[config.mk]
export PLATFORM = sky130hd
export DESIGN_NAME = boot_rom_arbiter
export DESIGN_NICKNAME = d
export VERILOG_FILES = /design/src/rtl/boot_rom_arbiter.sv
export SDC_FILE = /design/constraint.sdc
export NUM_CORES = 1
export LEC_CHECK = 0
export BUFFER_PORTS_ARGS = -buffer_cell sky130_fd_sc_hd__buf_2
export CELL_PAD_IN_SITES_DETAIL_PLACEMENT = 0
export CELL_PAD_IN_SITES_GLOBAL_PLACEMENT = 1
export CORE_MARGIN = 10
export CORE_UTILIZATION = 13
export CTS_CLUSTER_DIAMETER = 100
export DETAILED_ROUTE_END_ITERATION = 8
export GPL_TIMING_DRIVEN = 0
export PLACE_DENSITY = 0.89
export SLEW_MARGIN = 20
export SYNTH_ARGS = -nofsm -noshare
export SYNTH_HDL_FRONTEND = slang
export SYNTH_SLANG_ARGS = --single-unit
[constraint.sdc]
create_clock -name CLK -period 1.9 [get_ports CLK]
set_input_delay 0.38 -clock CLK [delete_from_list [all_inputs] [get_ports CLK]]
set_output_delay 0.38 -clock CLK [all_outputs]
set_load 0.01 [all_outputs]
[src/rtl/boot_rom_arbiter.sv]
// -----------------------------------------------------------------------------
// boot_rom_arbiter
//
// Shares the single-port boot ROM between the instruction-fetch port and the
// data/debug read port. Both ports use a req/gnt/rvalid handshake: gnt is
// combinational in the request cycle, and the response (rvalid/rdata/err)
// appears exactly one cycle later. Conflicts are settled round-robin.
// Misaligned, out-of-range and write accesses are granted but answered with an
// error response, and they never select the ROM.
//
// Ports:
//   CLK, RSTN                      clock, asynchronous active-low reset
//   instr_req_i / instr_addr_i     instruction-fetch request and byte address
//   instr_gnt_o                    instruction request accepted this cycle
//   instr_rvalid_o/_rdata_o/_err_o instruction response (one cycle after gnt)
//   data_req_i / data_addr_i       data/debug request and byte address
//   data_we_i                      data write enable (always answered with err)
//   data_gnt_o                     data request accepted this cycle
//   data_rvalid_o/_rdata_o/_err_o  data response (one cycle after gnt)
//   rom_csn_o / rom_a_o            ROM chip select (active low) and word address
//   rom_q_i                        ROM data, valid the cycle after capture
// -----------------------------------------------------------------------------
module boot_rom_arbiter #(
    parameter int ROM_WORDS  = 548,
    parameter int ROM_AW     = 10,
    parameter int ADDR_WIDTH = 32
) (
    input  logic                  CLK,
    input  logic                  RSTN,

    input  logic                  instr_req_i,
    input  logic [ADDR_WIDTH-1:0] instr_addr_i,
    output logic                  instr_gnt_o,
    output logic                  instr_rvalid_o,
    output logic [31:0]           instr_rdata_o,
    output logic                  instr_err_o,

    input  logic                  data_req_i,
    input  logic [ADDR_WIDTH-1:0] data_addr_i,
    input  logic                  data_we_i,
    output logic                  data_gnt_o,
    output logic                  data_rvalid_o,
    output logic [31:0]           data_rdata_o,
    output logic                  data_err_o,

    output logic                  rom_csn_o,
    output logic [ROM_AW-1:0]     rom_a_o,
    input  logic [31:0]           rom_q_i
);

    // Which port was granted most recently; the other port wins a conflict.
    typedef enum logic {
        GRANT_INSTR = 1'b0,
        GRANT_DATA  = 1'b1
    } grant_e;

    // One extra bit so the limit 548 compares cleanly against a 10-bit word.
    localparam logic [ROM_AW:0] ROM_LIMIT = (ROM_AW + 1)'(ROM_WORDS);

    grant_e            last_grant;
    logic              instr_pend_valid;
    logic              instr_pend_err;
    logic              data_pend_valid;
    logic              data_pend_err;

    logic [ROM_AW-1:0] instr_word;
    logic [ROM_AW-1:0] data_word;
    logic              instr_bad;
    logic              data_bad;

    // Address bits above the ROM window are decoded upstream and ignored here.
    logic              unused_addr_bits;
    assign unused_addr_bits = ^{instr_addr_i[ADDR_WIDTH-1:ROM_AW+2],
                                data_addr_i[ADDR_WIDTH-1:ROM_AW+2]};

    // -------------------------------------------------------------------------
    // Address decode and error classification
    // -------------------------------------------------------------------------
    assign instr_word = instr_addr_i[ROM_AW+1:2];
    assign data_word  = data_addr_i[ROM_AW+1:2];

    assign instr_bad = (instr_addr_i[1:0] != 2'b00) ||
                       ({1'b0, instr_word} >= ROM_LIMIT);
    assign data_bad  = (data_addr_i[1:0] != 2'b00) ||
                       ({1'b0, data_word} >= ROM_LIMIT) ||
                       data_we_i;

    // -------------------------------------------------------------------------
    // Round-robin grant: a lone requester always wins; on a conflict the port
    // that was not granted last goes first. At most one gnt per cycle.
    // -------------------------------------------------------------------------
    assign instr_gnt_o = instr_req_i && (!data_req_i || last_grant == GRANT_DATA);
    assign data_gnt_o  = data_req_i  && (!instr_req_i || last_grant == GRANT_INSTR);

    // -------------------------------------------------------------------------
    // ROM drive: only a granted, error-free access selects the ROM. An error
    // access leaves csn high so the ROM keeps its previously captured word.
    // -------------------------------------------------------------------------
    always_comb begin
        // NOTE: defaults first so every path assigns both outputs; no latches.
        rom_csn_o = 1'b1;
        rom_a_o   = '0;
        if (instr_gnt_o && !instr_bad) begin
            rom_csn_o = 1'b0;
            rom_a_o   = instr_word;
        end else if (data_gnt_o && !data_bad) begin
            rom_csn_o = 1'b0;
            rom_a_o   = data_word;
        end
    end

    // -------------------------------------------------------------------------
    // Arbiter state and per-port pending-response registers. Reset discards
    // anything in flight, so no response escapes for pre-reset grants.
    // -------------------------------------------------------------------------
    always_ff @(posedge CLK or negedge RSTN) begin
        if (!RSTN) begin
            last_grant       <= GRANT_DATA;
            instr_pend_valid <= 1'b0;
            instr_pend_err   <= 1'b0;
            data_pend_valid  <= 1'b0;
            data_pend_err    <= 1'b0;
        end else begin
            // NOTE: non-blocking so every register samples pre-edge values.
            if (instr_gnt_o) begin
                last_grant <= GRANT_INSTR;
            end else if (data_gnt_o) begin
                last_grant <= GRANT_DATA;
            end
            instr_pend_valid <= instr_gnt_o;
            instr_pend_err   <= instr_gnt_o && instr_bad;
            data_pend_valid  <= data_gnt_o;
            data_pend_err    <= data_gnt_o && data_bad;
        end
    end

    // -------------------------------------------------------------------------
    // Responses: the ROM word captured at the end of the grant cycle is on
    // rom_q_i now. Error responses and idle cycles return zero data.
    // -------------------------------------------------------------------------
    assign instr_rvalid_o = instr_pend_valid;
    assign instr_err_o    = instr_pend_valid && instr_pend_err;
    assign instr_rdata_o  = (instr_pend_valid && !instr_pend_err) ? rom_q_i : 32'h0;

    assign data_rvalid_o  = data_pend_valid;
    assign data_err_o     = data_pend_valid && data_pend_err;
    assign data_rdata_o   = (data_pend_valid && !data_pend_err) ? rom_q_i : 32'h0;

endmodule

==> impl_metrics.tcl <==
set metrics [dict create \
    status "finished clean" \
    cts_max_path_buffers 2 \
    timing.critical_path.required_ns 1.52 \
    synthesis.area_per_instance_sq_um 7.09 \
    r2r-end "instr_pend_err" \
    synth-xor-area-share 0 \
    setup_tns_ns 0 \
    io_buffers 141 \
    grt_max_degree 11 \
    cp-end-kind "output pin" \
    postRouteAntennaNets 0 \
    die_area_sq_mm 0.0103 \
    totalWireLength_um 4700 \
    ir_worst_vdd_mv 0.149 \
    synth_area_in_simple_gates 0.595 \
    rsz0062_at_grt "yes" \
    critPathArrivalTime_ns 1.50 \
    power_leakage_nw 1.10 \
    clock-root-buffer "sky130_fd_sc_hd__clkbuf_8" \
    reg2reg_setup_slack_ns 0.80 \
    clk_pin_slew_worst_paths_ns 0.03 \
    final-setup-viol-count 0 \
    cts_sinks 5 \
    gpl.final_weighted_congestion 0.770 \
    initial_cell_density_of_the_core 0.134 \
    placeableCoreArea_sq_mm 0.00639 \
    drt_pre_antenna_iters 4 \
    slowest_delay_ns 0.54 \
    htreeDepth 1 \
    crit_chain "nand2b_4 > and4_1 > clkbuf_8 > a32o_1 > buf_2" \
    cp-start-kind "flop" \
    timing.final.crit_share 0.990 \
    crit_start "last_grant" \
    globalRouteTotalUtil 0.0799 \
    tightest_slew_ns 0.438 \
    cts_inserted_buffers 3 \
    synth.yosys.seq_area_share 0.147 \
    yosysUniqueCellTypes 27 \
    critical-path-slowest-cell "sky130_fd_sc_hd__dfstp_2" \
    remaining_drc_errors 0 \
    worst_r2r_startpoint "last_grant" \
    synth_cells 121 \
    design.portCount 182 \
    p_r_area_growth_vs_syn_pct 110 \
    die_width_um 101 \
    mappedNetlistArea_sq_um 858 \
    fin_worst_hold_slack_ns 0.409 \
    wl_per_cell_um 13.6 \
    area.sequential_sq_um 126 \
    layout.filler_cells 698 \
    detailroute.via_count 1391 \
    synth_top_family_by_area "simple AND/OR/NAND/NOR gates" \
    antenna_found_initial 0 \
    global_route.usage.met2 0.144 \
    cap_violations 0 \
    finalPower_w 0.000708 \
    rows 29 \
    synthAdderAreaFrac 0 \
    critical_path.max_fanout 7 \
    report.final.slew_viol_count 0 \
    synth_seq_cells 5 \
    power-per-cell-area_mw_per_mm2 393 \
    worst_clock_skew_ns 0.00178 \
    place.detailed.instances 339 \
    clk-insertion-delay-late_ns 0.22 \
    worstSetupEndpoint "rom_a_o[5]" \
    grt_first_pass_wirelength_um 6810 \
    synthesis.nets 222 \
    synth.yosys.warnings 0 \
    multiInputGateArea_sq_um 723 \
    die_height_um 101 \
    number_of_standard_cells_in_the_layout_taps_in_and_fillers_out 345 \
    grt_overflow 0 \
    final.min_clock_period_ns 1.88 \
    timing.fmax_ghz 0.532 \
    drive_above_1_share 0.612 \
    routed_via_density 4.03 \
    groute.layer.met1.usage 0.0753 \
    relSlewSlack 0.707 \
    detailed_place_hpwl_um 4250 \
    hold_path.class "input pin to flop" \
    cts_tree "yes" \
    number_of_global_route_vias_before_repair 1434 \
    hold_violations 0 \
    mostFrequentLayoutCell "sky130_fd_sc_hd__buf_2" \
    finalNetCount 370 \
    synth.mux.area_fraction 0 \
    diodes 0 \
    reg2reg_depth 4 \
    first_iter_violations 27 \
    path_class "flop to output pin" \
    final_cell_mix "sky130_fd_sc_hd__buf_2 (139), sky130_fd_sc_hd__and2_1 (67), sky130_fd_sc_hd__nand2_1 (8)" \
    global_route.usage.met3 0.0470 \
    global_route.peak_usage_layer "met2" \
    synth_compound_area_frac 0.191 \
]
==> flip-flops by register name, indices dropped and copies added (netlist names) <==
register	flops
data_pend_err	1
data_rvalid_o	1
instr_pend_err	1
instr_rvalid_o	1
last_grant	1
==> power by group <==
group	internal [W]	switching (W)
Combinational	0.000188	0.000199
Clock	0.000144	0.0000482
Sequential	0.000121	0.00000892
==> synthesized netlist by cell type <==
| library cell | n | area, sq um |
|---|---|---|
| sky130_fd_sc_hd__nand2_1 | 8 | 30.0 |
| sky130_fd_sc_hd__a32o_1 | 4 | 40.0 |
| sky130_fd_sc_hd__clkbuf_1 | 6 | 22.5 |
| sky130_fd_sc_hd__and2_1 | 67 | 419 |
| sky130_fd_sc_hd__a21boi_1 | 1 | 7.51 |
| sky130_fd_sc_hd__nor2_1 | 1 | 3.75 |
| sky130_fd_sc_hd__dfstp_2 | 1 | 26.3 |
| sky130_fd_sc_hd__nor3_1 | 1 | 5.00 |
| sky130_fd_sc_hd__clkbuf_2 | 1 | 5.00 |
| sky130_fd_sc_hd__nand4_1 | 1 | 6.26 |
| sky130_fd_sc_hd__a32o_2 | 2 | 22.5 |
| sky130_fd_sc_hd__o311ai_1 | 1 | 8.76 |
| sky130_fd_sc_hd__a21oi_1 | 1 | 5.00 |
| sky130_fd_sc_hd__buf_6 | 1 | 11.3 |
| sky130_fd_sc_hd__inv_1 | 5 | 18.8 |
| sky130_fd_sc_hd__o31ai_1 | 1 | 7.51 |
| sky130_fd_sc_hd__nand2b_1 | 1 | 6.26 |
| sky130_fd_sc_hd__a31oi_1 | 1 | 6.26 |
| sky130_fd_sc_hd__and4_1 | 2 | 17.5 |
| sky130_fd_sc_hd__o311ai_2 | 1 | 16.3 |
| sky130_fd_sc_hd__nor2b_1 | 2 | 12.5 |
| sky130_fd_sc_hd__o22ai_1 | 1 | 6.26 |
| sky130_fd_sc_hd__o32ai_1 | 3 | 26.3 |
| sky130_fd_sc_hd__dfrtp_1 | 4 | 100 |
| sky130_fd_sc_hd__o21ai_0 | 1 | 5.00 |
| sky130_fd_sc_hd__o31ai_2 | 1 | 12.5 |
| sky130_fd_sc_hd__nand3_1 | 2 | 10.0 |
==> kinds of logic (layout without fill, tap and decap cells) <==
kind of cell           after synthesis  count (layout)
AOI/OAI and AO/OA                   18              18
buffers and inverters               13             160
DFF                                  5               5
and+or+nand+nor                     85              85
==> worst max-delay path: cells and delay by family (launching register included) <==
kind,cells,cell delay [ns]
compound gates,1,0.14
simple gates,2,0.32
buf+inv,2,0.28
flops,1,0.54
==> area by class of cell <==
| class | instances | area share |
|---|---|---|
| buffer | 8 | 0.0306 |
| tap | 77 | 0.0535 |
| timing repair buffer | 143 | 0.409 |
| multi-input combinational | 103 | 0.402 |
| clock buffer | 4 | 0.0250 |
| inverter | 5 | 0.0104 |
| sequential | 5 | 0.0702 |
==> routing by layer <==
metal  routed length (um)  vias up
li1                     -      701
met1                 1620      583
met2                 2200      103
met3                  836        4
met4                   44        0
met5                    0        -
==> repair_timing <==
item | CTS | global route
hold buffers | 1 | 0
gates resized for setup | 16 | 4
endpoints found under the setup margin | 70 | 48
pin swaps | 4 | 0
buffers inserted | 0 | 1
endpoints found under the hold margin | 4 | 0
==> how the worst min path moves through the flow <==
stage | cells after the start | start | slack, ns | end
5_1_grt | 2 | instr_req_i | 0.44 | last_grant
2_1_floorplan | 0 | RSTN | 0.08 | data_pend_err
3_5_place_dp | 1 | RSTN | 0.19 | instr_rvalid_o
3_3_place_gp | 1 | RSTN | 0.19 | instr_rvalid_o
4_1_cts | 2 | instr_req_i | 0.39 | last_grant
6_report | 2 | instr_req_i | 0.41 | last_grant
==> stage by stage <==
step	instance area (sq um)	setup slack, ns	util
global placement	1660	-0.0782	0.260
global route	1800	-0.0787	0.282
floorplan	858	0.228	-
finish	1800	0.0199	0.282
detailed placement	1660	-0.0971	0.260
CTS	1780	-0.000758	0.279
(Power assumes the default switching activity.)
